### src/rtl/req_cxt_fetch_mux.sv
// Round-robin mux of per-channel sub-WQE slots into credit-limited CXT_READ requests; REQ_CXT_FETCH_SEQ_TAG_EN prepends an 8-bit sequence tag.
// Latency: input handshake at edge N, request valid after edge N+1 at the earliest; one request per cycle sustained.
// Backpressure: a held output freezes head/data; sub_wqe_ready comes only from slot occupancy, never from downstream ready.
module req_cxt_fetch_mux #(
    parameter int         CHANNEL_NUM       = 4,
    parameter int         META_WIDTH        = 384,
    parameter int         QPN_WIDTH         = 16,
    parameter int         QUEUE_INDEX_WIDTH = 14,
    parameter int         SLOT_CNT_WIDTH    = 3,
    parameter logic [3:0] CXT_READ_OPCODE   = 4'h1,
    parameter int         CREDIT_MAX        = 8,
    localparam int CH_LOG      = (CHANNEL_NUM > 1) ? $clog2(CHANNEL_NUM) : 1,
    localparam int BASE_HEAD_W = CH_LOG + QPN_WIDTH + 4 + 1 + SLOT_CNT_WIDTH + QUEUE_INDEX_WIDTH,
`ifdef REQ_CXT_FETCH_SEQ_TAG_EN
    localparam int HEAD_W      = BASE_HEAD_W + 8
`else
    localparam int HEAD_W      = BASE_HEAD_W
`endif
) (
    input  logic                              clk,
    input  logic                              rst,
    input  logic [CHANNEL_NUM-1:0]            sub_wqe_valid,
    input  logic [CHANNEL_NUM*META_WIDTH-1:0] sub_wqe_meta,
    output logic [CHANNEL_NUM-1:0]            sub_wqe_ready,
    output logic                              fetch_cxt_ingress_valid,
    output logic [HEAD_W-1:0]                 fetch_cxt_ingress_head,
    output logic [META_WIDTH-1:0]             fetch_cxt_ingress_data,
    output logic                              fetch_cxt_ingress_start,
    output logic                              fetch_cxt_ingress_last,
    input  logic                              fetch_cxt_ingress_ready,
    input  logic                              credit_return,
    output logic [7:0]                        credit_avail
);

    typedef struct packed {
        logic [CH_LOG-1:0]            channel_id;
        logic [QPN_WIDTH-1:0]         qpn;
        logic [3:0]                   opcode;
        logic                         bypass;
        logic [SLOT_CNT_WIDTH-1:0]    slot_count;
        logic [QUEUE_INDEX_WIDTH-1:0] queue_index;
    } hdr_t;

    typedef enum logic {
        OUT_EMPTY = 1'b0,
        OUT_FULL  = 1'b1
    } out_state_t;

    logic [CHANNEL_NUM-1:0] slot_full;
    logic [META_WIDTH-1:0]  slot_meta [CHANNEL_NUM];
    logic [CHANNEL_NUM-1:0] slot_load;
    logic                   ready_en;

    logic [CH_LOG-1:0]      rr_ptr;
    logic [CH_LOG-1:0]      gnt_idx;
    logic                   gnt_found;
    int                     arb_idx;

    out_state_t             state;
    out_state_t             state_nxt;
    logic                   load;

    logic [7:0]             credit;
    logic [7:0]             credit_nxt;
    logic [8:0]             credit_sum;

    hdr_t                   hdr_nxt;
    logic [HEAD_W-1:0]      head_q;
    logic [META_WIDTH-1:0]  data_q;

`ifdef REQ_CXT_FETCH_SEQ_TAG_EN
    logic [7:0]             seq_tag;
`endif

    // ready_en keeps every channel closed while rst is high and for the edge it is released on
    assign sub_wqe_ready = ~slot_full & {CHANNEL_NUM{ready_en}};
    assign slot_load     = sub_wqe_valid & sub_wqe_ready;

    always_ff @(posedge clk) begin
        if (rst) begin
            slot_full <= '0;
            ready_en  <= 1'b0;
        end else begin
            ready_en <= 1'b1;
            for (int i = 0; i < CHANNEL_NUM; i++) begin
                if (load && (gnt_idx == CH_LOG'(i))) begin
                    slot_full[i] <= 1'b0;
                end else if (slot_load[i]) begin
                    slot_full[i] <= 1'b1;
                end
            end
        end
    end

    always_ff @(posedge clk) begin
        for (int i = 0; i < CHANNEL_NUM; i++) begin
            if (slot_load[i]) begin
                slot_meta[i] <= sub_wqe_meta[i*META_WIDTH +: META_WIDTH];
            end
        end
    end

    // First full slot at or after rr_ptr, scanning cyclically
    always_comb begin
        gnt_found = 1'b0;
        gnt_idx   = '0;
        arb_idx   = 0;
        for (int k = 0; k < CHANNEL_NUM; k++) begin
            arb_idx = int'(rr_ptr) + k;
            if (arb_idx >= CHANNEL_NUM) begin
                arb_idx = arb_idx - CHANNEL_NUM;
            end
            if (!gnt_found && slot_full[CH_LOG'(arb_idx)]) begin
                gnt_found = 1'b1;
                gnt_idx   = CH_LOG'(arb_idx);
            end
        end
    end

    always_ff @(posedge clk) begin
        if (rst) begin
            state <= OUT_EMPTY;
        end else begin
            state <= state_nxt;
        end
    end

    // credit already reflects the beat being drained, so a back-to-back reload
    // needs credit left over or a return landing on the same edge
    always_comb begin
        state_nxt = state;
        load      = 1'b0;
        case (state)
            OUT_EMPTY: begin
                if (gnt_found && (credit != 8'd0)) begin
                    load      = 1'b1;
                    state_nxt = OUT_FULL;
                end
            end
            OUT_FULL: begin
                if (fetch_cxt_ingress_ready) begin
                    if (gnt_found && ((credit != 8'd0) || credit_return)) begin
                        load = 1'b1;
                    end else begin
                        state_nxt = OUT_EMPTY;
                    end
                end
            end
            default: state_nxt = OUT_EMPTY;
        endcase
    end

    always_comb begin
        credit_sum = {1'b0, credit} + {8'd0, credit_return} - {8'd0, load};
        if (credit_sum > 9'(CREDIT_MAX)) begin
            credit_nxt = 8'(CREDIT_MAX);
        end else begin
            credit_nxt = credit_sum[7:0];
        end
    end

    always_comb begin
        hdr_nxt.channel_id  = gnt_idx;
        hdr_nxt.qpn         = slot_meta[gnt_idx][QPN_WIDTH-1:0];
        hdr_nxt.opcode      = CXT_READ_OPCODE;
        hdr_nxt.bypass      = 1'b0;
        hdr_nxt.slot_count  = SLOT_CNT_WIDTH'(1);
        hdr_nxt.queue_index = QUEUE_INDEX_WIDTH'(slot_meta[gnt_idx][QPN_WIDTH-1:0]);
    end

    always_ff @(posedge clk) begin
        if (rst) begin
            credit <= 8'(CREDIT_MAX);
            rr_ptr <= '0;
            head_q <= '0;
            data_q <= '0;
        end else begin
            credit <= credit_nxt;
            if (load) begin
`ifdef REQ_CXT_FETCH_SEQ_TAG_EN
                head_q <= {seq_tag, hdr_nxt};
`else
                head_q <= hdr_nxt;
`endif
                data_q <= slot_meta[gnt_idx];
                rr_ptr <= (int'(gnt_idx) == CHANNEL_NUM - 1) ? '0 : gnt_idx + 1'b1;
            end
        end
    end

`ifdef REQ_CXT_FETCH_SEQ_TAG_EN
    always_ff @(posedge clk) begin
        if (rst) begin
            seq_tag <= 8'd0;
        end else if (load) begin
            seq_tag <= seq_tag + 8'd1;
        end
    end
`endif

    assign fetch_cxt_ingress_valid = (state == OUT_FULL);
    assign fetch_cxt_ingress_start = fetch_cxt_ingress_valid;
    assign fetch_cxt_ingress_last  = fetch_cxt_ingress_valid;
    assign fetch_cxt_ingress_head  = head_q;
    assign fetch_cxt_ingress_data  = data_q;
    assign credit_avail            = credit;

endmodule
### config.mk
export PLATFORM = sky130hd
export DESIGN_NAME = req_cxt_fetch_mux
export DESIGN_NICKNAME = d
export VERILOG_FILES = /design/src/rtl/req_cxt_fetch_mux.sv
export SDC_FILE = /design/constraint.sdc
export NUM_CORES = 2
export LEC_CHECK = 0
export ABC_AREA = 1
export BUFFER_PORTS_ARGS = -buffer_cell sky130_fd_sc_hd__buf_4
export CAP_MARGIN = 0
export CORE_AREA = 2 2 763 765
export DETAILED_ROUTE_END_ITERATION = 8
export DIE_AREA = 0 0 765 767
export GPL_TIMING_DRIVEN = 0
export RECOVER_POWER = 100
export SETUP_SLACK_MARGIN = 0.4
export SLEW_MARGIN = 20
export SYNTH_ARGS = -nofsm -noshare
export SYNTH_HDL_FRONTEND = slang
export SYNTH_SLANG_ARGS = --single-unit
### constraint.sdc
create_clock -name clk -period 12.9 [get_ports clk]
set_clock_uncertainty 0.05 [all_clocks]
set_input_delay 0.645 -clock clk [delete_from_list [all_inputs] [get_ports clk]]
set_output_delay 0.645 -clock clk [all_outputs]
set_load 0.005 [all_outputs]
==> metrics.csv <==
stage,metric,value,unit
status,status,finished with violations,
status,violated checks,"capacitance limit, slew limit",
routing,Wirelength per Cell,29.20,um
synth,commonest register cell after synthesis,edfxtp_1,
global_routing,Tot GR Track Use,19.22,%
clocking,number of CTS-inserted buffers,241,
worst_setup_path,Setup crit end kind,flip-flop,
clocking,Clock Pin Slew Worst Setup and Hold Paths,60,ps
timing,"Slew Viols, Final",1266,
power,Pleak,57.43,nW
worst_setup_path,Worst EP arrival,9900,ps
routing,final wirelength,588.9,mm
floorplan,Die W,765,um
floorplan,row count,280,
timing,relative slew slack,-110.8,%
timing,min cycle time layout,9345,ps
synth,Yosys warnings,0,
synth,Yosys cell types,33,
routing,drt pass-1 iters,6,
placed_design,Final HPWL DP,483.4,mm
synth,Post-synth ARST share,0,%
floorplan,Die H,767,um
worst_setup_path,Worst Path Required,13450,ps
clocking,H-tree depth,4,
synth,synthesized cell area,79890,um2
layout,Final #Nets,13480,
routing,1st-iter DRT viols,7542,
routing,Vias,75890,
synth,post-synthesis sequential element count,1939,
global_routing,grt ovf,0,
layout,share of layout cells above drive strength 1,18.05,%
worst_setup_path,startpoint type of the worst setup path,flip-flop,
global_routing,vias in the first global route,72880,
global_routing,initial antenna violation count,448,
timing,Sum Neg Setup Slack,0,ps
worst_setup_path,Crit Path Class,reg2reg,
placed_design,port buffer count,1976,
floorplan,num ports,1983,
routing,via density per instance,3.764,
clocking,CTS Root Cell,clkbuf_16,
placed_design,routability-driven placement congestion ratio,0.9963,
timing,Max Freq,107.0,MHz
routing,"antenna viol nets, final",0,
global_routing,largest net degree at the start of global routing,48,
timing,"Hold Violations, Final",0,
layout,synthesis-to-layout area growth,59.54,%
synth,"Seq/Total Area, Yosys",67.83,%
timing,RSZ-0062 raised after global routing,false,
layout,filler instances,63270,
timing,Setup-failing EPs final,0,
floorplan,core footprint,579100,um2
clocking,clk_lat worst skew,970,ps
power,worst vdd ir,0.0001742,V
min_path,Hold WC Path Type,in2reg,
worst_setup_path,peak fanout along the critical path,47,
synth,number of synthesized flops with an enable pin,1536,
timing,measured slew at the worst slew-check pin,3161,ps
clocking,clock sink count,1939,
clocking,Bufs on Longest Clock Path,4,
global_routing,global-route wire length before repair,736.7,mm
power,PwrDens,290.5,nW/um2
timing,final cycle utilization of the critical path,72.44,%
clocking,TritonCTS clock tree,yes,
timing,hold_ws,355.6,ps
routing,DR DRC count,0,
floorplan,DIE AREA,586800,um2
floorplan,initial core utilization,13.80,%
synth,synthesized area per cell,9.861,um2
synth,Syn Inst Count,8102,
run,Max Cap Viol,42,
-- Yosys cell counts, types with 12 or more instances --
cell      count  area share [%]
buf_1        24            0.11
edfxtp_1   1536              58
inv_1      1952             9.2
nand3_1     979             6.1
clkbuf_1    106            0.50
o21ai_0     380             2.4
nand2_1    2344              11
dfxtp_1     403              10
nor2_1       13           0.061
buf_2       216             1.4
nand4_1      16            0.13
ha_1         16            0.25
a21oi_1      12           0.075
buf_4        73            0.69
-- cell families (layout without fill, tap and decap cells) --
group                    Yosys count  count (layout)  share of synthesized area [%]
AO/OA/AOI/OAI                    398             398                          2.509
flip-flops                      1939            1939                          67.83
XOR/XNOR                           3               3                        0.03289
other                              1             290                       0.004694
buffers and inverters           2379            6398                          11.89
adder cells (fa/ha/maj)           17              17                         0.2756
AND/OR/NAND/NOR                 3365            3365                          17.46
-- registers in the layout, indices dropped and copies added, names as in the netlist --
name / cells
fetch_cxt_ingress_head: 3
fetch_cxt_ingress_data: 384
ready_en: 1
fetch_cxt_ingress_last: 1
rr_ptr: 2
credit_avail: 8
slot_meta: 1536
slot_full: 4
-- through the flow --
| step | total power (W) | utilization (%) | setup slack (ps) | instance area, um2 | cells |
|---|---|---|---|---|---|
| global placement | 0.03049 | 18.04 | -7244 | 104500 | 17840 |
| CTS | 0.03806 | 22.32 | 6836 | 129300 | 19890 |
| detailed placement | 0.03036 | 18.28 | 6803 | 105800 | 17890 |
| finish | 0.03702 | 22.01 | 3555 | 127500 | 20170 |
| floorplan | 0.01739 | - | 2571 | 79930 | 8111 |
| global route | 0.03892 | 21.95 | 3315 | 127100 | 20030 |
-- worst paths after layout --
check	startpoint	to	slack, ps	cells past startpoint
max	slot_full[2]	slot_meta[2][165]	3560	7
min reg2reg	fetch_cxt_ingress_head[39]	fetch_cxt_ingress_head[39]	490	2
max reg2reg	slot_full[2]	slot_meta[2][165]	3560	7
min	sub_wqe_meta[413]	slot_meta[1][29]	360	2
-- where the power goes --
group | leakage, nW | internal, W | switching, W
Sequential | 17.7 | 0.00784 | 0.000463
Clock | 3.88 | 0.00392 | 0.00311
Combinational | 35.9 | 0.00476 | 0.0169
-- timing repair --
item | 4_1_cts | 5_1_grt
buffers inserted | 0 | 0
gates resized for setup | 0 | 0
endpoints found under the hold margin | 1539 | 0
hold buffers | 1539 | 0
-- per-layer routing --
layer  track usage (%)  routed length (um)
met4             8.862               33840
met2             30.95              264000
met5                 0                1234
met3             5.802               57500
met1             23.46              232300
-- critical path, stage by stage (launching register included) --
cell and delay (ps):
dfxtp_1 360, inv_1 120, and3_1 1530, clkbuf_1 1690
clkbuf_1 2000, clkbuf_1 2280, buf_16 280, buf_16 270
-- cell type report --
cell class	count	area, um2	share of cell area [%]
Timing Repair Buffer	3566	29210	22.92
Clock buffer	310	6545	5.135
Tap cell	7755	9703	7.613
Inverter	1957	7347	5.764
Multi-Input combinational cell	3793	16220	12.73
Buffer	422	2090	1.639
Antenna cell	280	700.7	0.5497
Sequential cell	1939	54190	42.52
Clock inverter	143	1454	1.141
-- cell usage in the layout, fill, tap and decap left out, types with 2 or more instances in the layout --
master,instances
a211oi_1,2
a21oi_1,12
and3_1,5
buf_1,19
buf_12,6
buf_16,14
buf_2,161
buf_4,77
buf_6,3
bufinv_16,15
clkbuf_1,673
clkbuf_16,245
clkbuf_2,15
clkbuf_4,1529
clkbuf_8,17
clkinv_1,28
clkinv_16,8
clkinv_2,39
clkinv_4,15
clkinvlp_4,14
conb_1,10
dfxtp_1,403
diode_2,280
dlygate4sd3_1,1539
edfxtp_1,1536
ha_1,16
inv_1,1953
inv_2,3
inv_6,20
inv_8,3
nand2_1,2345
nand3_1,980
nand4_1,16
nor2_1,14
o21ai_0,380
xor2_1,3
(Power assumes the default switching activity.)
